**src/rtl/ram_loader_ctrl.sv**
```systemverilog
`default_nettype none
// ============================================================================
// Module   : ram_loader_ctrl
// Brief    : Boot-time program loader. Takes bytes from a valid/ready source
//            and writes them to consecutive RAM addresses using the MAR-then-
//            RAM set sequence, holding the CPU in reset until the image is in.
// Revision : 1.0 - initial release
// ============================================================================
module ram_loader_ctrl #(
  parameter int START_ADDR = 0,
  parameter int LOAD_COUNT = 256
) (
  input  logic       sys_clk,
  input  logic       reset,
  input  logic       start,
  input  logic       byte_valid,
  input  logic [7:0] byte_data,
  output logic       byte_ready,
  output logic [7:0] load_bus,
  output logic       load_bus_en,
  output logic       s_MAR,
  output logic       s_RAM,
  output logic       cpu_hold,
  output logic       busy,
  output logic       done,
  output logic [7:0] addr
);

  localparam int         c_last_index = LOAD_COUNT - 1;
  localparam logic [7:0] c_start_addr = START_ADDR[7:0];
  // Byte index of the final byte; count stays within 0..255 so 8 bits suffice.
  localparam logic [7:0] c_last_count = c_last_index[7:0];

  typedef enum logic [2:0] {
    S_IDLE    = 3'd0,
    S_WAIT    = 3'd1,
    S_A_SETUP = 3'd2,
    S_A_SET   = 3'd3,
    S_D_SETUP = 3'd4,
    S_D_SET   = 3'd5,
    S_DONE    = 3'd6
  } state_t;

  state_t     r_state,  w_state_next;
  logic [7:0] r_addr,   w_addr_next;
  logic [7:0] r_count,  w_count_next;
  logic [7:0] r_data,   w_data_next;

  logic       r_byte_ready, w_byte_ready_next;
  logic [7:0] r_load_bus,   w_load_bus_next;
  logic       r_load_bus_en, w_load_bus_en_next;
  logic       r_s_mar,      w_s_mar_next;
  logic       r_s_ram,      w_s_ram_next;
  logic       r_cpu_hold,   w_cpu_hold_next;
  logic       r_busy,       w_busy_next;
  logic       r_done,       w_done_next;

  // Next-state, address, byte counter and data latch sequencing.
  always_comb begin
    w_state_next = r_state;
    w_addr_next  = r_addr;
    w_count_next = r_count;
    w_data_next  = r_data;
    case (r_state)
      S_IDLE, S_DONE: begin
        if (start) begin
          w_state_next = S_WAIT;
          w_addr_next  = c_start_addr;
          w_count_next = 8'd0;
        end
      end
      S_WAIT: begin
        // byte_ready is high exactly in WAIT, so this is the handshake.
        if (byte_valid && r_byte_ready) begin
          w_data_next  = byte_data;
          w_state_next = S_A_SETUP;
        end
      end
      S_A_SETUP: w_state_next = S_A_SET;
      S_A_SET:   w_state_next = S_D_SETUP;
      S_D_SETUP: w_state_next = S_D_SET;
      S_D_SET: begin
        w_addr_next  = r_addr + 8'd1;
        w_count_next = r_count + 8'd1;
        w_state_next = (r_count == c_last_count) ? S_DONE : S_WAIT;
      end
      default: w_state_next = S_IDLE;
    endcase
  end

  // Moore output decode from the upcoming state so outputs register alongside it.
  always_comb begin
    w_byte_ready_next  = (w_state_next == S_WAIT);
    w_busy_next        = (w_state_next == S_WAIT)    || (w_state_next == S_A_SETUP) ||
                         (w_state_next == S_A_SET)   || (w_state_next == S_D_SETUP) ||
                         (w_state_next == S_D_SET);
    w_load_bus_en_next = (w_state_next == S_A_SETUP) || (w_state_next == S_A_SET) ||
                         (w_state_next == S_D_SETUP) || (w_state_next == S_D_SET);
    w_load_bus_next    = 8'h00;
    case (w_state_next)
      S_A_SETUP, S_A_SET: w_load_bus_next = w_addr_next;
      S_D_SETUP, S_D_SET: w_load_bus_next = w_data_next;
      default:            w_load_bus_next = 8'h00;
    endcase
    w_s_mar_next    = (w_state_next == S_A_SET);
    w_s_ram_next    = (w_state_next == S_D_SET);
    w_cpu_hold_next = (w_state_next != S_DONE);
    w_done_next     = (w_state_next == S_DONE);
  end

  // State, datapath and output registers; reset aborts any load in progress.
  always_ff @(posedge sys_clk) begin
    if (reset) begin
      r_state       <= S_IDLE;
      r_addr        <= c_start_addr;
      r_count       <= 8'd0;
      r_data        <= 8'h00;
      r_byte_ready  <= 1'b0;
      r_load_bus    <= 8'h00;
      r_load_bus_en <= 1'b0;
      r_s_mar       <= 1'b0;
      r_s_ram       <= 1'b0;
      r_cpu_hold    <= 1'b1;
      r_busy        <= 1'b0;
      r_done        <= 1'b0;
    end else begin
      r_state       <= w_state_next;
      r_addr        <= w_addr_next;
      r_count       <= w_count_next;
      r_data        <= w_data_next;
      r_byte_ready  <= w_byte_ready_next;
      r_load_bus    <= w_load_bus_next;
      r_load_bus_en <= w_load_bus_en_next;
      r_s_mar       <= w_s_mar_next;
      r_s_ram       <= w_s_ram_next;
      r_cpu_hold    <= w_cpu_hold_next;
      r_busy        <= w_busy_next;
      r_done        <= w_done_next;
    end
  end

  assign byte_ready  = r_byte_ready;
  assign load_bus    = r_load_bus;
  assign load_bus_en = r_load_bus_en;
  assign s_MAR       = r_s_mar;
  assign s_RAM       = r_s_ram;
  assign cpu_hold    = r_cpu_hold;
  assign busy        = r_busy;
  assign done        = r_done;
  assign addr        = r_addr;

endmodule
`default_nettype wire

```
**config.mk**
```make
export PLATFORM = sky130hd
export DESIGN_NAME = ram_loader_ctrl
export DESIGN_NICKNAME = d
export VERILOG_FILES = /design/src/rtl/ram_loader_ctrl.sv
export SDC_FILE = /design/constraint.sdc
export NUM_CORES = 1
export LEC_CHECK = 0
export ABC_AREA = 1
export CAP_MARGIN = 10
export CORE_MARGIN = 3
export CORE_UTILIZATION = 44
export DETAILED_ROUTE_END_ITERATION = 8
export GPL_ROUTABILITY_DRIVEN = 0
export HOLD_SLACK_MARGIN = 0.02
export PLACE_DENSITY = 0.74
export SYNTH_ARGS = -nofsm -noshare
export SYNTH_HDL_FRONTEND = slang
export SYNTH_SLANG_ARGS = --single-unit
export TNS_END_PERCENT = 10
```
**constraint.sdc**
```tcl
create_clock -name sys_clk -period 1.7 [get_ports sys_clk]
set_input_delay 0.255 -clock sys_clk [delete_from_list [all_inputs] [get_ports sys_clk]]
set_output_delay 0.255 -clock sys_clk [all_outputs]
set_load 0.005 [all_outputs]
```
; ---- Word-level counts from Yosys, hierarchy flattened
; Index checks and enable logic that the tools add are counted.
[op_classes]
n_eq_ne = 15
reduce_logical = 14
addsub = 2
n_mux = 11
[op_table]
columns = op, count
row1 = $pmux W8 S2, 3
row2 = $mux W8, 4
row3 = $eq A3 B3 Y1 const B, 6
row4 = $pmux W3 S6, 1
row5 = $add A8 B1 Y8 const B, 2
row6 = $eq A3 B2 Y1 const B, 4
row7 = $mux W3, 3
row8 = $eq A8 B8 Y1 const B, 1
row9 = $logic_or A1 B1 Y1, 7
row10 = $eq A3 B1 Y1 const B, 2
row11 = $reduce_or A2 Y1, 3
row12 = $logic_not A3 Y1, 1
row13 = $ne A3 B3 Y1 const B, 1
row14 = $ne A2 B2 Y1 const B, 1
row15 = $reduce_and A2 Y1, 1
row16 = $reduce_bool A2 Y1, 1
row17 = $logic_and A1 B1 Y1, 1
[totals]
in_bits = 12
ff_bits = 42
output_inout_bits = 23
wordCells = 54

; ---- Depth between registers and ports, before layout
[depth]
depth_word = 8
mapped_depth = 9

; ---- Worst setup path before layout
; Ideal clock, no wire load.
[synth_path]
path_type = register to register
startpoint = register r_count[0]
endpoint = register r_cpu_hold (netlist: cpu_hold)
path_stages_with_launch = 9
setup_time_ps = 116
n_path_buf = 0
path_slack_ps = 364
t_arrival_ps = 1220
path_cell_list = dfxtp_1 -> ha_1 -> nand2_1 -> nor2_1 -> nand2_1 -> nor2_1 -> nor2_2 -> nor3_2 -> inv_1
[synth_via]
elab_chain_len = 4
[synth_rtl]
columns = element, line_no
row1 = from (decl), 46  ; logic [7:0] r_count, w_count_next;
row2 = from (signal assigned), 129  ; r_count <= w_count_next;
row3 = $eq A8 B8 Y1, 85  ; w_state_next = (r_count == c_last_count) ? S_DONE : S_WAIT;
row4 = $mux W3, 85
row5 = $pmux W3 S6, 64  ; case (r_state)
row6 = $ne A3 B3 Y1, 107  ; w_cpu_hold_next = (w_state_next != S_DONE);
row7 = to (signal assigned), 136  ; r_cpu_hold <= w_cpu_hold_next;
row8 = to (decl), 54  ; logic r_cpu_hold, w_cpu_hold_next;
; No other way between the ends.
; A chain may end at the register's enable or synchronous reset.

; ---- Final worst setup path
[layout_path]
startpoint = register r_addr[0] (netlist: addr[0])
endpoint = output addr[0]
[layout_lines]
columns = element, line_no
row1 = from (decl), 45  ; logic [7:0] r_addr, w_addr_next;
row2 = from (signal assigned), 115  ; r_addr <= c_start_addr;
row3 = from (signal assigned), 128  ; r_addr <= w_addr_next;
row4 = to (decl), 26  ; output logic [7:0] addr
; No word-level cell between the ends.

==> reports/qor_table.md <==
| Result | This run | Unit |
| --- | --- | --- |
| Actual transition at the worst max-transition pin | 0.339 | ns |
| Internal | 1.34 | mW |
| Cell family with the largest share of critical-path delay | buffers and inverters | - |
| Number of global-route vias before repair | 1551 | - |
| Critical Path, Cell by Cell | buf_4, clkdlybuf4s50_1 | - |
| Pre-CTS setup slack | 0.0324 | ns |
| R2R setup slack | 0.20 | ns |
| Antenna violations before repair | 0 | - |
| Total of flip-flops plus latches after synthesis | 42 | - |
| TritonCTS clock tree | done | - |
| Number of clock sinks seen by CTS | 42 | - |
| Count of warnings emitted by yosys | 0 | - |
| Core Rows | 22 | - |
| Data required time of the worst path | 1.44 | ns |
| Number of violations reported at the end of detailed-routing iteration 0 | 140 | - |
| Maximum clock insertion buffer count | 2 | - |
| Clock slew at the register clock pins of the worst setup and hold paths | 0.08 | ns |
| Overall via count from detail_route | 1685 | - |
| Delay of the slowest critical-path stage | 0.49 | ns |
| Post-synthesis xor/xnor area fraction | 0 | % |
| Hold Path Class | flip-flop to flip-flop | - |
| Post-route core utilization | 59.9 | % |
| Cell type with the highest aggregate area in the netlist | sky130_fd_sc_hd__dfxtp_1 | - |
| Finish-stage setup viols | 0 | - |
| Crit end category | output port | - |
| Max-slew violation count | 0 | - |
| Type of the worst setup path | flip-flop to output port | - |
| Final hold violation count | 0 | - |
| DRT Wirelength | 4070 | µm |
| Multiplexer share of the synthesized area | 0 | % |
| Dominant combinational cell family by area after synthesis | simple AND/OR/NAND/NOR gates | - |
| Final routed wire length divided by cell count | 12.0 | µm |
| Switching power as a share of total power | 24.1 | % |
| Final non-filler cell area | 0.00228 | mm² |
| Insertion delay of the later-clocked pin in the worst-skew pair | 0.29 | ns |
| Final critical-path required period | 1.51 | ns |
| Crit path DAT | 1.26 | ns |
| Max cap viols | 0 | - |
| Die X-Extent | 69.8 | µm |
| Combinational fraction of design power | 8.6 | % |
| Number of H-tree branching levels | 2 | - |
| Net switching component of the power | 0.427 | mW |
| Pin count of the biggest net entering global routing | 26 | - |
| Worst IR Drop VDD | 0.587 | mV |
| Global-route wire length before repair | 6990 | µm |
| Core box area | 0.00380 | mm² |
| Total power density per cell area | 777 | mW/mm² |
| Slowest CP cell | sky130_fd_sc_hd__clkdlybuf4s50_1 | - |
| Inserted Diodes | 0 | - |
| Placed inst area | 0.00219 | mm² |
| Post-synthesis area per instance | 7.14 | µm² |
| Remaining antenna violation count after routing | 0 | - |
| Fillcell total | 364 | - |
| Post-detailed-route DRC marker count | 0 | - |
| Die area | 0.00488 | mm² |
| Final setup slack of the worst path | 0.185 | ns |
| Final worst clock skew | 0.00642 | ns |
| HPWL after DPL | 3010 | µm |
| Synthesized area | 0.00179 | mm² |
| Synthesized Nets | 265 | - |
| Final sum of negative setup slack | 0 | ns |
| Starting utilization of the core area | 47.2 | % |
| Worst setup SP type | flip-flop | - |
| Layout-stage area growth over the synthesis result | 26.9 | % |
| Buffer count from post-CTS setup fixing | 0 | - |
| Share of synthesized area occupied by flip-flops and latches | 46.9 | % |
| Critical path buffer and inverter count | 2 | - |
| Area share of fa/ha/maj cells after synthesis | 1.40 | % |
| Total number of nets in the final design | 305 | - |
| Leftover overflow at the end of global routing | 0 | - |
| Input/output buffers | 34 | - |
| Share of final-layout standard cells stronger than drive strength 1 | 8.59 | % |
| Highest clock rate | 660 | MHz |
| Run status | complete, no violations | - |
| Die Ht | 69.8 | µm |
| Period utilisation layout | 89.1 | % |
| Clock root buffer | sky130_fd_sc_hd__clkbuf_8 | - |
| Drt via density | 4.97 | - |
| Number of buffers added by the clock tree synthesis step | 5 | - |
| Simple-gate portion of the synthesized area | 33.6 | % |
| Fraction of the mapped netlist area in compound gates | 10.7 | % |
| Drt pass-1 iters | 4 | - |
| Clk pwr share | 34.1 | % |
| Number of top-level pins | 35 | - |
| Share of Yosys cell area claimed by the top area cell type | 46.9 | % |
| Synth cell types | 24 | - |
| Worst relative slew slack | 77.3 | % |
| Unrepaired setup endpoints after global routing | false | - |
| Main area contributors after synthesis | sky130_fd_sc_hd__dfxtp_1, sky130_fd_sc_hd__nand2_1, sky130_fd_sc_hd__nor2_1, sky130_fd_sc_hd__nand3_1, sky130_fd_sc_hd__a21oi_1 | - |
| Critical-path maximum fanout | 5 | - |
| Static leakage | 0.915 | nW |
| Total global routing track utilization | 17.5 | % |
| Synthesized instance count | 251 | - |
| Sequential share of power | 57.3 | % |
sequential cells by signal (all words and copies together), names as in the netlist:
name and flops:
s_RAM 1, byte_ready 1, addr 8, cpu_hold 1
busy 1, s_MAR 1, done 1, load_bus 8
load_bus_en 1, r_state 3, r_data 8, r_count 8
synthesized netlist by cell type (all sizes together):
cell type / count
nor3: 1
o21bai: 2
o22ai: 1
ha: 2
o21ai: 15
nand3: 25
dfxtp: 42
nand4: 3
and2: 1
clkbuf: 2
nand2: 71
a21oi: 19
inv: 27
buf: 3
nor2: 37
worst register-to-register path, delay by kind of cell (launching register included):
kind	cells	cell delay, ns
simple gates	6	0.78
fa+ha+maj	1	0.18
flops	1	0.40
buf+inv	1	0.05
layer usage:
metal	up-vias	global-route usage [%]	routed length (µm)
li1	883	-	-
met1	759	23.7	2030
met2	41	28.0	1850
met3	2	4.20	169
met4	0	4.47	25
met5	-	0	0
metrics by stage:
stage | instances | power [mW] | hold WS, ns
finish | 339 | 1.77 | 0.479
global route | 339 | 1.84 | 0.508
CTS | 339 | 1.77 | 0.479
detailed placement | 332 | 1.19 | 0.466
global placement | 332 | 1.19 | 0.459
floorplan | 251 | 1.12 | 0.424
layout by cell type (no fill, tap or decap):
cell type	netlist	layout
sky130_fd_sc_hd__nand2_1	69	69
sky130_fd_sc_hd__dfxtp_1	42	42
sky130_fd_sc_hd__clkdlybuf4s50_1	0	34
sky130_fd_sc_hd__nor2_1	34	33
sky130_fd_sc_hd__inv_1	23	23
sky130_fd_sc_hd__nand3_1	22	22
sky130_fd_sc_hd__a21oi_1	19	19
sky130_fd_sc_hd__o21ai_0	11	11
sky130_fd_sc_hd__clkbuf_8	0	5
sky130_fd_sc_hd__o21ai_1	4	4
sky130_fd_sc_hd__buf_4	0	4
sky130_fd_sc_hd__inv_2	3	3
sky130_fd_sc_hd__nand4_1	3	3
sky130_fd_sc_hd__nand3_2	3	3
sky130_fd_sc_hd__nor2_2	2	3
sky130_fd_sc_hd__o21bai_1	2	2
sky130_fd_sc_hd__ha_1	2	2
sky130_fd_sc_hd__clkinv_2	0	2
sky130_fd_sc_hd__nor2_4	1	1
sky130_fd_sc_hd__inv_4	1	1
sky130_fd_sc_hd__nand2_4	1	1
sky130_fd_sc_hd__nand2_2	1	1
sky130_fd_sc_hd__nor3_2	1	1
sky130_fd_sc_hd__o22ai_1	1	1
sky130_fd_sc_hd__and2_1	1	1
path summary, 6_finish.rpt:
kind | start | end | cells past startpoint
setup / recovery | addr[0]$_SDFF_PP0_ | addr[0] | 2
hold / removal | r_data[6]$_SDFF_PP0_ | r_data[6]$_SDFF_PP0_ | 2
setup reg to reg | r_count[0]$_SDFFE_PP0P_ | cpu_hold$_SDFF_PP1_ | 8
hold reg to reg | r_data[6]$_SDFF_PP0_ | r_data[6]$_SDFF_PP0_ | 2
area by class of cell:
type	instances	area (µm²)	share of cell area [%]
clock buffer	5	68.8	3.02
multi-input combinational	177	822	36.1
tap	48	60.1	2.64
clock inverter	2	10.0	0.440
inverter	27	104	4.56
timing repair buffer	38	370	16.3
sequential	42	841	36.9
power by group through the flow:
stage | registers [mW] | clock network [mW] | logic [mW]
detailed placement | 1.04 | 0 | 0.150
finish | 1.01 | 0.603 | 0.151
global placement | 1.04 | 0 | 0.149
CTS | 1.01 | 0.606 | 0.151
floorplan | 1.04 | 0 | 0.0822
global route | 1.02 | 0.655 | 0.168
cell families (layout without fill, tap and decap cells):
family / count (synthesis) / after routing
AO/OA/AOI/OAI: 37 / 37
adder cells (fa/ha/maj): 2 / 2
buffers and inverters: 32 / 72
flip-flops: 42 / 42
AND/OR/NAND/NOR: 138 / 138
repair_timing:
item	CTS	global route
hold buffers	0	0
setup endpoints to repair	0	1
resized for setup	0	1
(Power assumes the default switching activity.)
